--- config.mk ---
export PLATFORM = sky130hd
export DESIGN_NAME = mem_port_arbiter_flat
export DESIGN_NICKNAME = d
export VERILOG_FILES = /design/src/rtl/mem_port_arbiter_pkg.sv /design/src/rtl/mem_port_arbiter_if.sv /design/src/rtl/mem_port_arbiter_timeout.sv /design/src/rtl/mem_port_arbiter.sv /design/src/flat_wrapper.sv
export SDC_FILE = /design/constraint.sdc
export NUM_CORES = 1
export LEC_CHECK = 0
export ABC_CLOCK_PERIOD_IN_PS = 1700
export CELL_PAD_IN_SITES_DETAIL_PLACEMENT = 2
export CELL_PAD_IN_SITES_GLOBAL_PLACEMENT = 2
export CORE_ASPECT_RATIO = 1.4
export CORE_MARGIN = 2
export CORE_UTILIZATION = 22
export DETAILED_ROUTE_END_ITERATION = 8
export PLACE_DENSITY_LB_ADDON = 0.1
export SLEW_MARGIN = 20
export SYNTH_ARGS = -nofsm -noshare
export SYNTH_HDL_FRONTEND = slang
export SYNTH_SLANG_ARGS = --single-unit
--- constraint.sdc ---
create_clock -name clk_i -period 1.7 [get_ports clk_i]
set_clock_uncertainty 0.2 [all_clocks]
set_input_delay 0.425 -clock clk_i [delete_from_list [all_inputs] [get_ports clk_i]]
set_output_delay 0.425 -clock clk_i [all_outputs]
set_load 0.005 [all_outputs]
--- src/rtl/mem_port_arbiter_pkg.sv ---
// mem_arb_pkg: shared types and constants for the memory port arbiter
package mem_arb_pkg;
    typedef enum logic [1:0] {
        IDLE   = 2'd0,
        GNT_IF = 2'd1,
        GNT_EX = 2'd2,
        RESP   = 2'd3
    } state_t;
    typedef enum logic {
        OWN_IF = 1'b0,
        OWN_EX = 1'b1
    } owner_t;
    localparam logic [3:0] FETCH_BE = 4'hF;
endpackage

--- src/rtl/mem_port_arbiter_if.sv ---
// mem_port_arbiter_if: fetch, execute and memory-side signals of the shared port
interface mem_port_arbiter_if;
    logic        if_req_i;
    logic [31:0] if_addr_i;
    logic        if_ack_o;
    logic [31:0] if_data_o;
    logic        ex_req_i;
    logic        ex_we_i;
    logic [3:0]  ex_be_i;
    logic [31:0] ex_addr_i;
    logic [31:0] ex_wdata_i;
    logic        ex_ack_o;
    logic [31:0] ex_rdata_o;
    logic        mem_req_o;
    logic        mem_we_o;
    logic [3:0]  mem_be_o;
    logic [31:0] mem_addr_o;
    logic [31:0] mem_wdata_o;
    logic [31:0] mem_rdata_i;
    logic        mem_ack_i;
    logic        timeout_o;
    logic        busy_o;
    modport slave (
        input  if_req_i, if_addr_i, ex_req_i, ex_we_i, ex_be_i, ex_addr_i, ex_wdata_i,
               mem_rdata_i, mem_ack_i,
        output if_ack_o, if_data_o, ex_ack_o, ex_rdata_o, mem_req_o, mem_we_o, mem_be_o,
               mem_addr_o, mem_wdata_o, timeout_o, busy_o
    );
    modport master (
        output if_req_i, if_addr_i, ex_req_i, ex_we_i, ex_be_i, ex_addr_i, ex_wdata_i,
               mem_rdata_i, mem_ack_i,
        input  if_ack_o, if_data_o, ex_ack_o, ex_rdata_o, mem_req_o, mem_we_o, mem_be_o,
               mem_addr_o, mem_wdata_o, timeout_o, busy_o
    );
endinterface

--- src/rtl/mem_port_arbiter_timeout.sv ---
// mem_arb_timeout: per-transaction wait counter that flags a hung memory access
module mem_arb_timeout #(
    parameter int TIMEOUT_CYC = 255
) (
    input  logic clk_i,
    input  logic rst_i,
    input  logic i_clr,
    input  logic i_en,
    output logic o_expired
);
    localparam int W = (TIMEOUT_CYC > 1) ? $clog2(TIMEOUT_CYC) : 1;
    logic [W-1:0] r_cnt;
    // count wait cycles while a grant is outstanding, restart from zero otherwise
    always_ff @(posedge clk_i or negedge rst_i)
        if (!rst_i)
            r_cnt <= '0;
        else if (i_clr)
            r_cnt <= '0;
        else if (i_en)
            r_cnt <= r_cnt + W'(1);
    assign o_expired = (TIMEOUT_CYC != 0) && (r_cnt == W'(TIMEOUT_CYC - 1));
endmodule

--- src/rtl/mem_port_arbiter.sv ---
// mem_port_arbiter: shares one memory port between fetch and execute, execute first with a starvation limit
module mem_port_arbiter
    import mem_arb_pkg::*;
#(
    parameter int STARVE_MAX  = 4,
    parameter int TIMEOUT_CYC = 255
) (
    input  logic              clk_i,
    input  logic              rst_i,
    mem_port_arbiter_if.slave bus
);
    localparam int SW = $clog2(STARVE_MAX + 1);
    state_t        r_state,     w_nxt_state;
    owner_t        r_owner,     w_nxt_owner;
    logic [SW-1:0] r_starve,    w_nxt_starve;
    logic          r_mem_req,   w_nxt_mem_req;
    logic          r_mem_we,    w_nxt_mem_we;
    logic [3:0]    r_mem_be,    w_nxt_mem_be;
    logic [31:0]   r_mem_addr,  w_nxt_mem_addr;
    logic [31:0]   r_mem_wdata, w_nxt_mem_wdata;
    logic          r_if_ack,    w_nxt_if_ack;
    logic [31:0]   r_if_data,   w_nxt_if_data;
    logic          r_ex_ack,    w_nxt_ex_ack;
    logic [31:0]   r_ex_rdata,  w_nxt_ex_rdata;
    logic          r_timeout,   w_nxt_timeout;
    logic          r_busy;
    logic          w_in_gnt;
    logic          w_expired;
    logic          w_done;
    assign w_in_gnt = (r_state == GNT_IF) || (r_state == GNT_EX);
    assign w_done   = bus.mem_ack_i || w_expired;
    mem_arb_timeout #(.TIMEOUT_CYC(TIMEOUT_CYC)) u_tmo (
        .clk_i     (clk_i),
        .rst_i     (rst_i),
        .i_clr     (!w_in_gnt),
        .i_en      (w_in_gnt),
        .o_expired (w_expired)
    );
    // arbitration, capture of the winning request and completion of the grant
    always_comb begin
        w_nxt_state     = r_state;
        w_nxt_owner     = r_owner;
        w_nxt_starve    = r_starve;
        w_nxt_mem_req   = r_mem_req;
        w_nxt_mem_we    = r_mem_we;
        w_nxt_mem_be    = r_mem_be;
        w_nxt_mem_addr  = r_mem_addr;
        w_nxt_mem_wdata = r_mem_wdata;
        w_nxt_if_ack    = 1'b0;
        w_nxt_if_data   = '0;
        w_nxt_ex_ack    = 1'b0;
        w_nxt_ex_rdata  = '0;
        w_nxt_timeout   = 1'b0;
        case (r_state)
            IDLE: begin
                if (bus.ex_req_i && (r_starve < SW'(STARVE_MAX) || !bus.if_req_i)) begin
                    w_nxt_state     = GNT_EX;
                    w_nxt_owner     = OWN_EX;
                    w_nxt_starve    = bus.if_req_i ? r_starve + SW'(1) : '0;
                    w_nxt_mem_req   = 1'b1;
                    w_nxt_mem_we    = bus.ex_we_i;
                    w_nxt_mem_be    = bus.ex_be_i;
                    w_nxt_mem_addr  = bus.ex_addr_i;
                    w_nxt_mem_wdata = bus.ex_wdata_i;
                end else if (bus.if_req_i) begin
                    w_nxt_state     = GNT_IF;
                    w_nxt_owner     = OWN_IF;
                    w_nxt_starve    = '0;
                    w_nxt_mem_req   = 1'b1;
                    w_nxt_mem_we    = 1'b0;
                    w_nxt_mem_be    = FETCH_BE;
                    w_nxt_mem_addr  = bus.if_addr_i;
                    w_nxt_mem_wdata = '0;
                end
            end
            GNT_IF, GNT_EX: begin
                if (w_done) begin
                    w_nxt_state    = RESP;
                    w_nxt_mem_req  = 1'b0;
                    w_nxt_if_ack   = (r_owner == OWN_IF);
                    w_nxt_ex_ack   = (r_owner == OWN_EX);
                    w_nxt_if_data  = (r_owner == OWN_IF && bus.mem_ack_i) ? bus.mem_rdata_i : '0;
                    w_nxt_ex_rdata = (r_owner == OWN_EX && bus.mem_ack_i && !r_mem_we) ? bus.mem_rdata_i : '0;
                    w_nxt_timeout  = !bus.mem_ack_i;
                end
            end
            RESP: w_nxt_state = IDLE;
        endcase
    end
    // state and every output are registered; reset abandons any access in flight
    always_ff @(posedge clk_i or negedge rst_i)
        if (!rst_i) begin
            r_state     <= IDLE;
            r_owner     <= OWN_IF;
            r_starve    <= '0;
            r_mem_req   <= 1'b0;
            r_mem_we    <= 1'b0;
            r_mem_be    <= '0;
            r_mem_addr  <= '0;
            r_mem_wdata <= '0;
            r_if_ack    <= 1'b0;
            r_if_data   <= '0;
            r_ex_ack    <= 1'b0;
            r_ex_rdata  <= '0;
            r_timeout   <= 1'b0;
            r_busy      <= 1'b0;
        end else begin
            r_state     <= w_nxt_state;
            r_owner     <= w_nxt_owner;
            r_starve    <= w_nxt_starve;
            r_mem_req   <= w_nxt_mem_req;
            r_mem_we    <= w_nxt_mem_we;
            r_mem_be    <= w_nxt_mem_be;
            r_mem_addr  <= w_nxt_mem_addr;
            r_mem_wdata <= w_nxt_mem_wdata;
            r_if_ack    <= w_nxt_if_ack;
            r_if_data   <= w_nxt_if_data;
            r_ex_ack    <= w_nxt_ex_ack;
            r_ex_rdata  <= w_nxt_ex_rdata;
            r_timeout   <= w_nxt_timeout;
            r_busy      <= (w_nxt_state != IDLE);
        end
    assign bus.mem_req_o   = r_mem_req;
    assign bus.mem_we_o    = r_mem_we;
    assign bus.mem_be_o    = r_mem_be;
    assign bus.mem_addr_o  = r_mem_addr;
    assign bus.mem_wdata_o = r_mem_wdata;
    assign bus.if_ack_o    = r_if_ack;
    assign bus.if_data_o   = r_if_data;
    assign bus.ex_ack_o    = r_ex_ack;
    assign bus.ex_rdata_o  = r_ex_rdata;
    assign bus.timeout_o   = r_timeout;
    assign bus.busy_o      = r_busy;
endmodule

--- src/flat_wrapper.sv ---
// flat-port wrapper written by rule: the top's interface ports become plain ports
module mem_port_arbiter_flat import mem_arb_pkg::*;
#(
    parameter int STARVE_MAX  = 4,
    parameter int TIMEOUT_CYC = 255
)
  (clk_i, rst_i, bus_if_req_i, bus_if_addr_i, bus_ex_req_i, bus_ex_we_i, bus_ex_be_i, bus_ex_addr_i, bus_ex_wdata_i, bus_mem_rdata_i, bus_mem_ack_i, bus_if_ack_o, bus_if_data_o, bus_ex_ack_o, bus_ex_rdata_o, bus_mem_req_o, bus_mem_we_o, bus_mem_be_o, bus_mem_addr_o, bus_mem_wdata_o, bus_timeout_o, bus_busy_o);
  mem_port_arbiter_if bus_i ();
  input  logic clk_i;
  input  logic rst_i;
  input wire logic [$bits(bus_i.if_req_i)-1:0] bus_if_req_i;
  input wire logic [$bits(bus_i.if_addr_i)-1:0] bus_if_addr_i;
  input wire logic [$bits(bus_i.ex_req_i)-1:0] bus_ex_req_i;
  input wire logic [$bits(bus_i.ex_we_i)-1:0] bus_ex_we_i;
  input wire logic [$bits(bus_i.ex_be_i)-1:0] bus_ex_be_i;
  input wire logic [$bits(bus_i.ex_addr_i)-1:0] bus_ex_addr_i;
  input wire logic [$bits(bus_i.ex_wdata_i)-1:0] bus_ex_wdata_i;
  input wire logic [$bits(bus_i.mem_rdata_i)-1:0] bus_mem_rdata_i;
  input wire logic [$bits(bus_i.mem_ack_i)-1:0] bus_mem_ack_i;
  output wire logic [$bits(bus_i.if_ack_o)-1:0] bus_if_ack_o;
  output wire logic [$bits(bus_i.if_data_o)-1:0] bus_if_data_o;
  output wire logic [$bits(bus_i.ex_ack_o)-1:0] bus_ex_ack_o;
  output wire logic [$bits(bus_i.ex_rdata_o)-1:0] bus_ex_rdata_o;
  output wire logic [$bits(bus_i.mem_req_o)-1:0] bus_mem_req_o;
  output wire logic [$bits(bus_i.mem_we_o)-1:0] bus_mem_we_o;
  output wire logic [$bits(bus_i.mem_be_o)-1:0] bus_mem_be_o;
  output wire logic [$bits(bus_i.mem_addr_o)-1:0] bus_mem_addr_o;
  output wire logic [$bits(bus_i.mem_wdata_o)-1:0] bus_mem_wdata_o;
  output wire logic [$bits(bus_i.timeout_o)-1:0] bus_timeout_o;
  output wire logic [$bits(bus_i.busy_o)-1:0] bus_busy_o;
  assign bus_i.if_req_i = bus_if_req_i;
  assign bus_i.if_addr_i = bus_if_addr_i;
  assign bus_i.ex_req_i = bus_ex_req_i;
  assign bus_i.ex_we_i = bus_ex_we_i;
  assign bus_i.ex_be_i = bus_ex_be_i;
  assign bus_i.ex_addr_i = bus_ex_addr_i;
  assign bus_i.ex_wdata_i = bus_ex_wdata_i;
  assign bus_i.mem_rdata_i = bus_mem_rdata_i;
  assign bus_i.mem_ack_i = bus_mem_ack_i;
  assign bus_if_ack_o = bus_i.if_ack_o;
  assign bus_if_data_o = bus_i.if_data_o;
  assign bus_ex_ack_o = bus_i.ex_ack_o;
  assign bus_ex_rdata_o = bus_i.ex_rdata_o;
  assign bus_mem_req_o = bus_i.mem_req_o;
  assign bus_mem_we_o = bus_i.mem_we_o;
  assign bus_mem_be_o = bus_i.mem_be_o;
  assign bus_mem_addr_o = bus_i.mem_addr_o;
  assign bus_mem_wdata_o = bus_i.mem_wdata_o;
  assign bus_timeout_o = bus_i.timeout_o;
  assign bus_busy_o = bus_i.busy_o;
  mem_port_arbiter #(.STARVE_MAX(STARVE_MAX), .TIMEOUT_CYC(TIMEOUT_CYC)) u_core (.clk_i(clk_i), .rst_i(rst_i), .bus(bus_i));
endmodule
==> results of run 1 <==
[state kept, by name, indices dropped and copies added (netlist names), 2 cells and up]
register	cells
u_core.bus.ex_rdata_o	32
u_core.bus.if_data_o	32
u_core.bus.mem_addr_o	32
u_core.bus.mem_be_o	4
u_core.bus.mem_wdata_o	32
u_core.r_starve	3
u_core.r_state	2
u_core.u_tmo.r_cnt	8
[worst max-delay path by stage]
| stage | startpoint | endpoint | slack (ns) | cells after the start |
|---|---|---|---|---|
| 3_3_place_gp | bus_if_req_i | u_core.bus.mem_addr_o[12]$_DFFE_PN0P_ | -0.40 | 6 |
| 6_report | bus_if_req_i | u_core.bus.mem_addr_o[8]$_DFFE_PN0P_ | 0.02 | 7 |
| 2_1_floorplan | u_core.r_state[0]$_DFF_PN0_ | u_core.bus.mem_wdata_o[22]$_DFFE_PN0P_ | 0.06 | 6 |
| 3_5_place_dp | bus_if_req_i | u_core.bus.mem_addr_o[15]$_DFFE_PN0P_ | -0.44 | 6 |
| 5_1_grt | bus_if_req_i | u_core.bus.mem_addr_o[15]$_DFFE_PN0P_ | -0.05 | 7 |
| 4_1_cts | u_core.bus.mem_wdata_o[12]$_DFFE_PN0P_ | bus_mem_wdata_o[12] | 0.0003 | 1 |
[worst max-delay path: stages]
cell and delay [ns]:
clkdlybuf4s50_1 0.40, buf_4 0.18, a21boi_4 0.17, buf_12 0.14
clkbuf_16 0.17, mux2i_2 0.23, o21ai_1 0.08
[logic make-up after synthesis]
kind of cell,Yosys count,synth area share
flops,152,0.6574
mux,34,0.05882
simple gates,168,0.1211
compound gates,87,0.1094
xor+xnor,3,0.004542
fa+ha+maj,5,0.01081
buf+inv,38,0.03784
[per-stage QoR]
step                hold WS (ns)  cell area [µm²]  TNS, ns  setup slack (ns)
floorplan               -0.07059             5786        0           0.06365
global placement          0.1672             9153   -28.89           -0.3997
detailed placement        0.1709             9153   -33.30           -0.4352
CTS                       0.2754             9935        0         0.0002660
global route              0.2841             9921  -0.5820          -0.05066
finish                    0.2874             9921        0           0.01752
[metal layers]
layer  vias up  GRT usage  share of wire
met5         -          0        0.00059
met4         2    0.04519          0.012
met3        20    0.06834          0.090
met2       193     0.2827           0.51
met1      2540     0.1727           0.38
li1       2307          -              -
[power groups by stage]
stage	logic [mW]	clock network [mW]	registers, mW
after floorplan	2.41	0	5.44
after global placement	6.17	0	5.38
after detailed placement	6.38	0	5.45
after CTS	6.34	4.00	5.37
after global routing	6.91	4.13	5.53
final	6.18	3.83	5.36
[area by class of cell]
class | count | area share
timing repair buffer | 349 | 0.3298
clock inverter | 11 | 0.01211
clock buffer | 21 | 0.04742
inverter | 6 | 0.002270
sequential | 152 | 0.3834
multi-input combinational | 297 | 0.1841
tap | 324 | 0.04086
[cells in the final DEF, fill, tap and decap left out, types with 3 or more instances in the layout]
| cell | instances |
|---|---|
| o211ai_1 | 3 |
| dfrtp_1 | 152 |
| and2_1 | 3 |
| o21ai_1 | 30 |
| clkinv_2 | 4 |
| clkinvlp_4 | 3 |
| ha_1 | 3 |
| clkbuf_16 | 19 |
| clkdlybuf4s15_1 | 84 |
| o21ai_0 | 7 |
| nand2b_1 | 3 |
| buf_4 | 57 |
| nand2_1 | 74 |
| clkdlybuf4s50_1 | 136 |
| buf_2 | 6 |
| nor2_1 | 68 |
| a22o_1 | 33 |
| nand3_1 | 3 |
| nor2b_1 | 4 |
| inv_1 | 4 |
| mux2i_1 | 29 |
| clkbuf_8 | 3 |
| mux2i_2 | 4 |
| o22a_1 | 4 |
| buf_12 | 12 |
| clkbuf_2 | 42 |
| nand4_1 | 3 |
| clkdlybuf4s15_2 | 6 |
| buf_6 | 3 |
[repair_timing]
| item | 4_1_cts | 5_1_grt |
|---|---|---|
| hold buffers | 1 | 0 |
| pin swaps | 0 | 1 |
| gates cloned | 0 | 3 |
| setup endpoints to repair | 204 | 98 |
| endpoints found under the hold margin | 29 | 0 |
| buffers inserted | 25 | 12 |
| resized for setup | 292 | 58 |
==> key figures, run 1 <==
Detailed routing
  • Post-route ant nets: 0
  • Pre-antenna DRT Iters: 4
  • 1st-iter DRT viols: 81
  • Avg WL per Cell: roughly 19 µm
  • Post-Route WL: 21860 µm
  • DRC violations left: 0
  • Vias after detailed routing: between 5000 and 6000
  • Vias per cell: 4.364

Cells and area
  • Area of the multi-input gates: roughly 1800 µm²
  • Storage cell area: 3804 µm²
  • Fill count: 2720
  • Final Util: 0.3814
  • Antenna cells: 0
  • Synthesis-to-finish area growth: 71.47%
  • Layout cells sized above 1: 0.2069
  • Final layout net count: 966
  • Non-filler instance count after layout: roughly 1200

Logic synthesis
  • Largest cells by area after synthesis: dfrtp_1 66%, mux2i_1 5.9%, a22o_1 5.0%
  • Share of the synthesized area in the top cell type: 0.6574
  • Syn Inst Count: 487
  • Avg Inst Size Synth: 11.88 µm²
  • Post-synth EDFFs: 0
  • Synth Warn #: 0
  • Syn Nets: between 600 and 700
  • Area leader, netlist: dfrtp_1
  • Sequential cell area fraction in the yosys report: 0.6574
  • Synth top cells by count: 152 x dfrtp_1, 74 x nand2_1, 68 x nor2_1, 34 x mux2i_1, 33 x a22o_1
  • Syn Std Cell Area: 5786 µm²
  • FFs w/ async S/R, synth: 1.000
  • Top_reg_cell synth: dfrtp_1
  • Yosys reg bits: 152
  • Most common cell in the netlist: dfrtp_1
  • Post-synthesis cell type count: 40

Global route
  • Vias in the first global route: 5830
  • Largest net degree at the start of global routing: 35
  • GR Overflow Total: 0
  • First-pass GRT wire length: ~34000 µm
  • Global-route usage over all layers: 0.1594
  • Initial antenna violation count: 1

Floorplan
  • Initial Util: 0.2224
  • Ports: between 200 and 300
  • Die width: 141.1 µm
  • Floorplan row count: 70
  • Die height: between 150 and 200 µm
  • Core region area: approximately 26000 µm²
  • Die area: around 28000 µm²

Clock tree
  • Number of CTS-inserted buffers: 17
  • Worst skew pair latency: between 0.4 and 0.5 ns
  • Root buf cell: clkbuf_16
  • CTS HTree Levels: 4
  • CTS tree: done
  • Clock Sinks: 152
  • Worst-path clk slew: approximately 0.07 ns
  • CTS Buffer Depth: 2

Pwr
  • VDD IR max: 0.6738 mV
  • P_int: 10.29 mW
  • Switch share: 0.3307
  • Power density of the placed cells: 1550 nW/µm²
  • NetSw: 5.084 mW
  • Static Leakage: ~4.7 nW
  • Sequential share of power: 0.349
  • Power share of the clock group: 0.249
  • Total power: approximately 15 mW
  • Combinational Power Share: 0.402

STA
  • Minimum clock period after layout: about 1.7 ns
  • F_max: between 500 and 600 MHz
  • Max Slew Vio Count: 0
  • Hold Vio Cnt, Final: 0
  • RSZ-0062 raised after global routing: yes
  • Slew @ Worst Pin: 0.4433 ns
  • Period utilization: 0.9897
  • Rel. slew slack: 0.7045
  • Final setup violation count: 0

Placed design
  • Detailed placement HPWL: 15390 µm
  • Dpl cells: ~1100
  • Placer Congestion: 0.7040
  • PortBufs: 275

Critical path
  • Flop2flop setup slack: 0.10 ns
  • R2R cell count: 4
  • Critical Path RT: about 1.8 ns
  • WS Path Type: input port to flip-flop
  • WP data arrival: 1.80 ns
  • Critical path endpoint category: flip-flop
  • Worst reg2reg endpoint: u_core.bus.mem_req_o$_DFFE_PN0P_
  • R2R Path Start: u_core.u_tmo.r_cnt[0]$_DFF_PN0_
  • Critical Path Fanout Max: 7
  • CP Launch Type: input port

Flow run
  • Number of max-cap violations: 0

Status
  • Status: finished clean

Hold path
  • Tightest Hold Check Type: input port to asynchronous set/reset pin
No activity file was read; power rests on OpenSTA's default activity.
==> run 2, diff against run 1 <==
Settings changed: CELL_PAD_IN_SITES_DETAIL_PLACEMENT 2 to 1, CORE_UTILIZATION 22 to 23, MAX_ROUTING_LAYER from default to met4, SYNTH_HIERARCHICAL from default to 1.
==> key figures, run 2 <==
Logic synthesis
  • Yosys reg bits: 152 (unchanged)
  • Synth Warn #: 6 (was 0)
  • Share of the synthesized area in the top cell type: 0.6550 (was 0.6574)
  • Synth top cells by count: 152 x dfrtp_1, 64 x and2_1, 41 x nand2_1, 33 x a22o_1, 32 x mux2i_1 (was 152 x dfrtp_1, 74 x nand2_1, 68 x nor2_1, 34 x mux2i_1, 33 x a22o_1)
  • FFs w/ async S/R, synth: 1.000 (unchanged)
  • Sequential cell area fraction in the yosys report: 0.6550 (was 0.6574)
  • Post-synth EDFFs: 0 (unchanged)
  • Post-synthesis cell type count: 37 (was 40)
  • Most common cell in the netlist: dfrtp_1 (unchanged)
  • Largest cells by area after synthesis: dfrtp_1 66%, and2_1 6.9%, mux2i_1 5.5% (was dfrtp_1 66%, mux2i_1 5.9%, a22o_1 5.0%)
  • Avg Inst Size Synth: 12.82 µm² (was 11.88 µm²)
  • Syn Inst Count: 453 (was 487)
  • Top_reg_cell synth: dfrtp_1 (unchanged)
  • Syn Std Cell Area: 5807 µm² (was 5786 µm²)
  • Area leader, netlist: dfrtp_1 (unchanged)
  • Syn Nets: 595 (was 630)

Placed design
  • PortBufs: 275 (unchanged)
  • Detailed placement HPWL: 13980 µm (was 15390 µm)
  • Placer Congestion: 0.7434 (was 0.7040)
  • Dpl cells: 1049 (was 1087)

STA
  • Period utilization: 1.006 (was 0.9897)
  • Rel. slew slack: 0.8238 (was 0.7045)
  • RSZ-0062 raised after global routing: yes (unchanged)
  • Hold Vio Cnt, Final: 0 (unchanged)
  • Max Slew Vio Count: 0 (unchanged)
  • Setup WS post-layout: -0.009878 ns (was 0.01752 ns)
  • Minimum clock period after layout: 1.710 ns (was 1.682 ns)
  • Slew @ Worst Pin: 0.2634 ns (was 0.4433 ns)
  • F_max: 584.8 MHz (was 594.4 MHz)
  • Final setup violation count: 14 (was 0)

Flow run
  • Number of max-cap violations: 0 (unchanged)

Critical path
  • Critical path endpoint category: flip-flop (unchanged)
  • Worst path slowest cell: dfrtp_1 (was clkdlybuf4s50_1)
  • CP Launch Type: flip-flop (was input port)
  • WP data arrival: 1.87 ns (was 1.80 ns)
  • WP buf/inv: 3 (was 4)
  • Critical Path RT: 1.86 ns (was 1.81 ns)
  • WS Path Type: flip-flop to flip-flop (was input port to flip-flop)
  • Crit path cell chain: inv_2 > ha_4 > nand2_4 > nor3b_4 > buf_6 > clkbuf_16 > and2_4 (was clkdlybuf4s50_1 > buf_4 > a21boi_4 > buf_12 > clkbuf_16 > mux2i_2 > o21ai_1)
  • Critical Path Fanout Max: 8 (was 7)
  • CP peak stage delay: 0.38 ns (was 0.40 ns)
  • Worst path top cell family by delay: buffers and inverters (unchanged)

Detailed routing
  • Pre-antenna DRT Iters: 4 (unchanged)
  • Vias after detailed routing: 4701 (was 5062)
  • Vias per cell: 4.258 (was 4.364)
  • DRC violations left: 0 (unchanged)
  • Post-Route WL: 19570 µm (was 21860 µm)
  • 1st-iter DRT viols: 110 (was 81)
  • Post-route ant nets: 0 (unchanged)
  • Avg WL per Cell: 17.72 µm (was 18.84 µm)

Clock tree
  • Worst skew pair latency: 0.42 ns (about the same)
  • CTS Buffer Depth: 2 (unchanged)
  • Root buf cell: clkbuf_16 (unchanged)
  • Number of CTS-inserted buffers: 17 (unchanged)
  • CTS tree: done (unchanged)
  • CTS HTree Levels: 4 (unchanged)
  • Clock Sinks: 152 (unchanged)
  • Worst-path clk slew: 0.06 ns (was 0.07 ns)

Floorplan
  • Die width: 138.3 µm (was 141.1 µm)
  • Die area: 26550 µm² (was 27630 µm²)
  • Core region area: 24760 µm² (was 26010 µm²)
  • Initial Util: 0.2345 (was 0.2224)
  • Die height: 192.0 µm (was 195.9 µm)
  • Ports: 276 (unchanged)
  • Floorplan row count: 68 (was 70)

Cells and area
  • Non-filler instance count after layout: 1104 (was 1160)
  • Fill count: 2630 (was 2720)
  • Commonest non-fill, non-tap cells in the layout: 152 x dfrtp_1, 136 x clkdlybuf4s50_1, 114 x clkdlybuf4s15_1 (was 152 x dfrtp_1, 136 x clkdlybuf4s50_1, 84 x clkdlybuf4s15_1)
  • Antenna cells: 0 (unchanged)
  • Layout cells sized above 1: 0.1926 (was 0.2069)
  • Final Util: 0.4038 (was 0.3814)
  • Most common cell after layout, fill and taps aside: dfrtp_1 (unchanged)
  • Final layout net count: 919 (was 966)
  • Synthesis-to-finish area growth: 72.18% (was 71.47%)

Global route
  • Vias in the first global route: 5375 (was 5830)
  • GR Overflow Total: 0 (unchanged)
  • Initial antenna violation count: 0 (was 1)
  • First-pass GRT wire length: 30260 µm (was 33730 µm)
  • Largest net degree at the start of global routing: 49 (was 35)
  • Global-route usage over all layers: 0.1507 (was 0.1594)

Pwr
  • Static Leakage: 4.664 nW (was 4.668 nW)
  • Power density of the placed cells: 1533 nW/µm² (was 1550 nW/µm²)
  • VDD IR max: 0.7123 mV (was 0.6738 mV)

Status
  • Failing checks: negative setup slack
  • Status: finished with violations (was finished clean)

Hold path
  • Tightest Hold Check Type: input port to asynchronous set/reset pin (unchanged)
==> run 2: changes by cell type after synthesis, moves of 3 or more <==
cell / before / now
and2_1: 3 / 64
nor2_1: 68 / 9
nand2_1: 74 / 41
a21oi_1: 1 / 5
buf_6: 1 / 5
nor2b_1: 5 / 1
buf_2: 9 / 6
o211ai_1: 3 / 0
==> run 2: layout make-up <==
type	count	area, µm²	share of cell area
multi-input cells	266	1912	0.1912
clock buffers	24	501.7	0.05018
well taps	315	394.1	0.03942
flip-flops and latches	152	3804	0.3804
repair buffers	335	3277	0.3277
inverters	5	18.77	0.001877
clock inverters	7	91.34	0.009135
==> run 2: cells by family (layout without fill, tap and decap cells) <==
group / Yosys count / after routing / share of synthesized area
buffers and inverters: 35 / 371 / 0.04094
adder cells (fa/ha/maj): 4 / 4 / 0.008619
AND/OR/NAND/NOR: 139 / 139 / 0.1314
XOR/XNOR: 4 / 4 / 0.006034
flip-flops: 152 / 152 / 0.6550
AO/OA/AOI/OAI: 87 / 87 / 0.1028
multiplexers: 32 / 32 / 0.05516
==> run 2: worst paths after layout <==
path,start,end,slack [ns],depth (start not counted)
max in group asynchronous,rst_i,u_core/bus.mem_wdata_o[6]$_DFFE_PN0P_,0.55,3
min,rst_i,u_core/bus.mem_addr_o[16]$_DFFE_PN0P_,0.22,2
min in group clk_i,u_core/bus.mem_addr_o[5]$_DFFE_PN0P_,u_core/bus.mem_addr_o[5]$_DFFE_PN0P_,0.29,2
max,u_core/r_state[0]$_DFF_PN0_,u_core/bus.ex_rdata_o[27]$_DFF_PN0_,-0.01,7
min reg2reg,u_core/bus.mem_addr_o[5]$_DFFE_PN0P_,u_core/bus.mem_addr_o[5]$_DFFE_PN0P_,0.29,2
max reg2reg,u_core/r_state[0]$_DFF_PN0_,u_core/bus.ex_rdata_o[27]$_DFF_PN0_,-0.01,7
==> run 2: where the power goes <==
part / internal [mW] / total [mW] / leakage (nW) / switching [mW]
Combinational: 3.41 / 6.10 / 2.38 / 2.69
Clock: 2.35 / 3.81 / 0.292 / 1.46
Sequential: 4.84 / 5.43 / 1.99 / 0.592
==> run 2: per-layer routing <==
layer / wire length [µm] / track usage
met1: 7576 / 0.1696
met2: 9948 / 0.2416
met3: 1697 / 0.06432
met4: 345 / 0.05259
met5: 0 / -
==> run 2: through the flow <==
stage	hold slack (ns)	worst slack [ns]	setup TNS, ns	total power [mW]	cell area, µm²
after floorplan	-0.07059	0.005221	0	7.708	5807
after detailed placement	0.08615	-0.4394	-41.95	11.55	9133
after global routing	0.2039	-0.05648	-1.429	16.39	9998
after global placement	0.08540	-0.3669	-37.45	11.39	9133
final	0.2151	-0.009878	-0.08212	15.33	9998
after CTS	0.1997	-0.02001	-0.02001	15.26	9843
==> run 2: what timing repair did <==
action,4_1_cts,5_1_grt
setup buffers,11,9
hold buffers,1,0
resized for setup,263,80
setup endpoints to repair,174,96
cloned,0,3
pin swaps,3,24
endpoints found under the hold margin,152,0
==> run 2: worst reg2reg max path: stages, from the launching register on <==
cell	delay, ns
dfrtp_1	0.38
inv_2	0.06
ha_4	0.28
nand2_4	0.06
nor3b_4	0.20
buf_6	0.17
clkbuf_16	0.17
and2_4	0.13
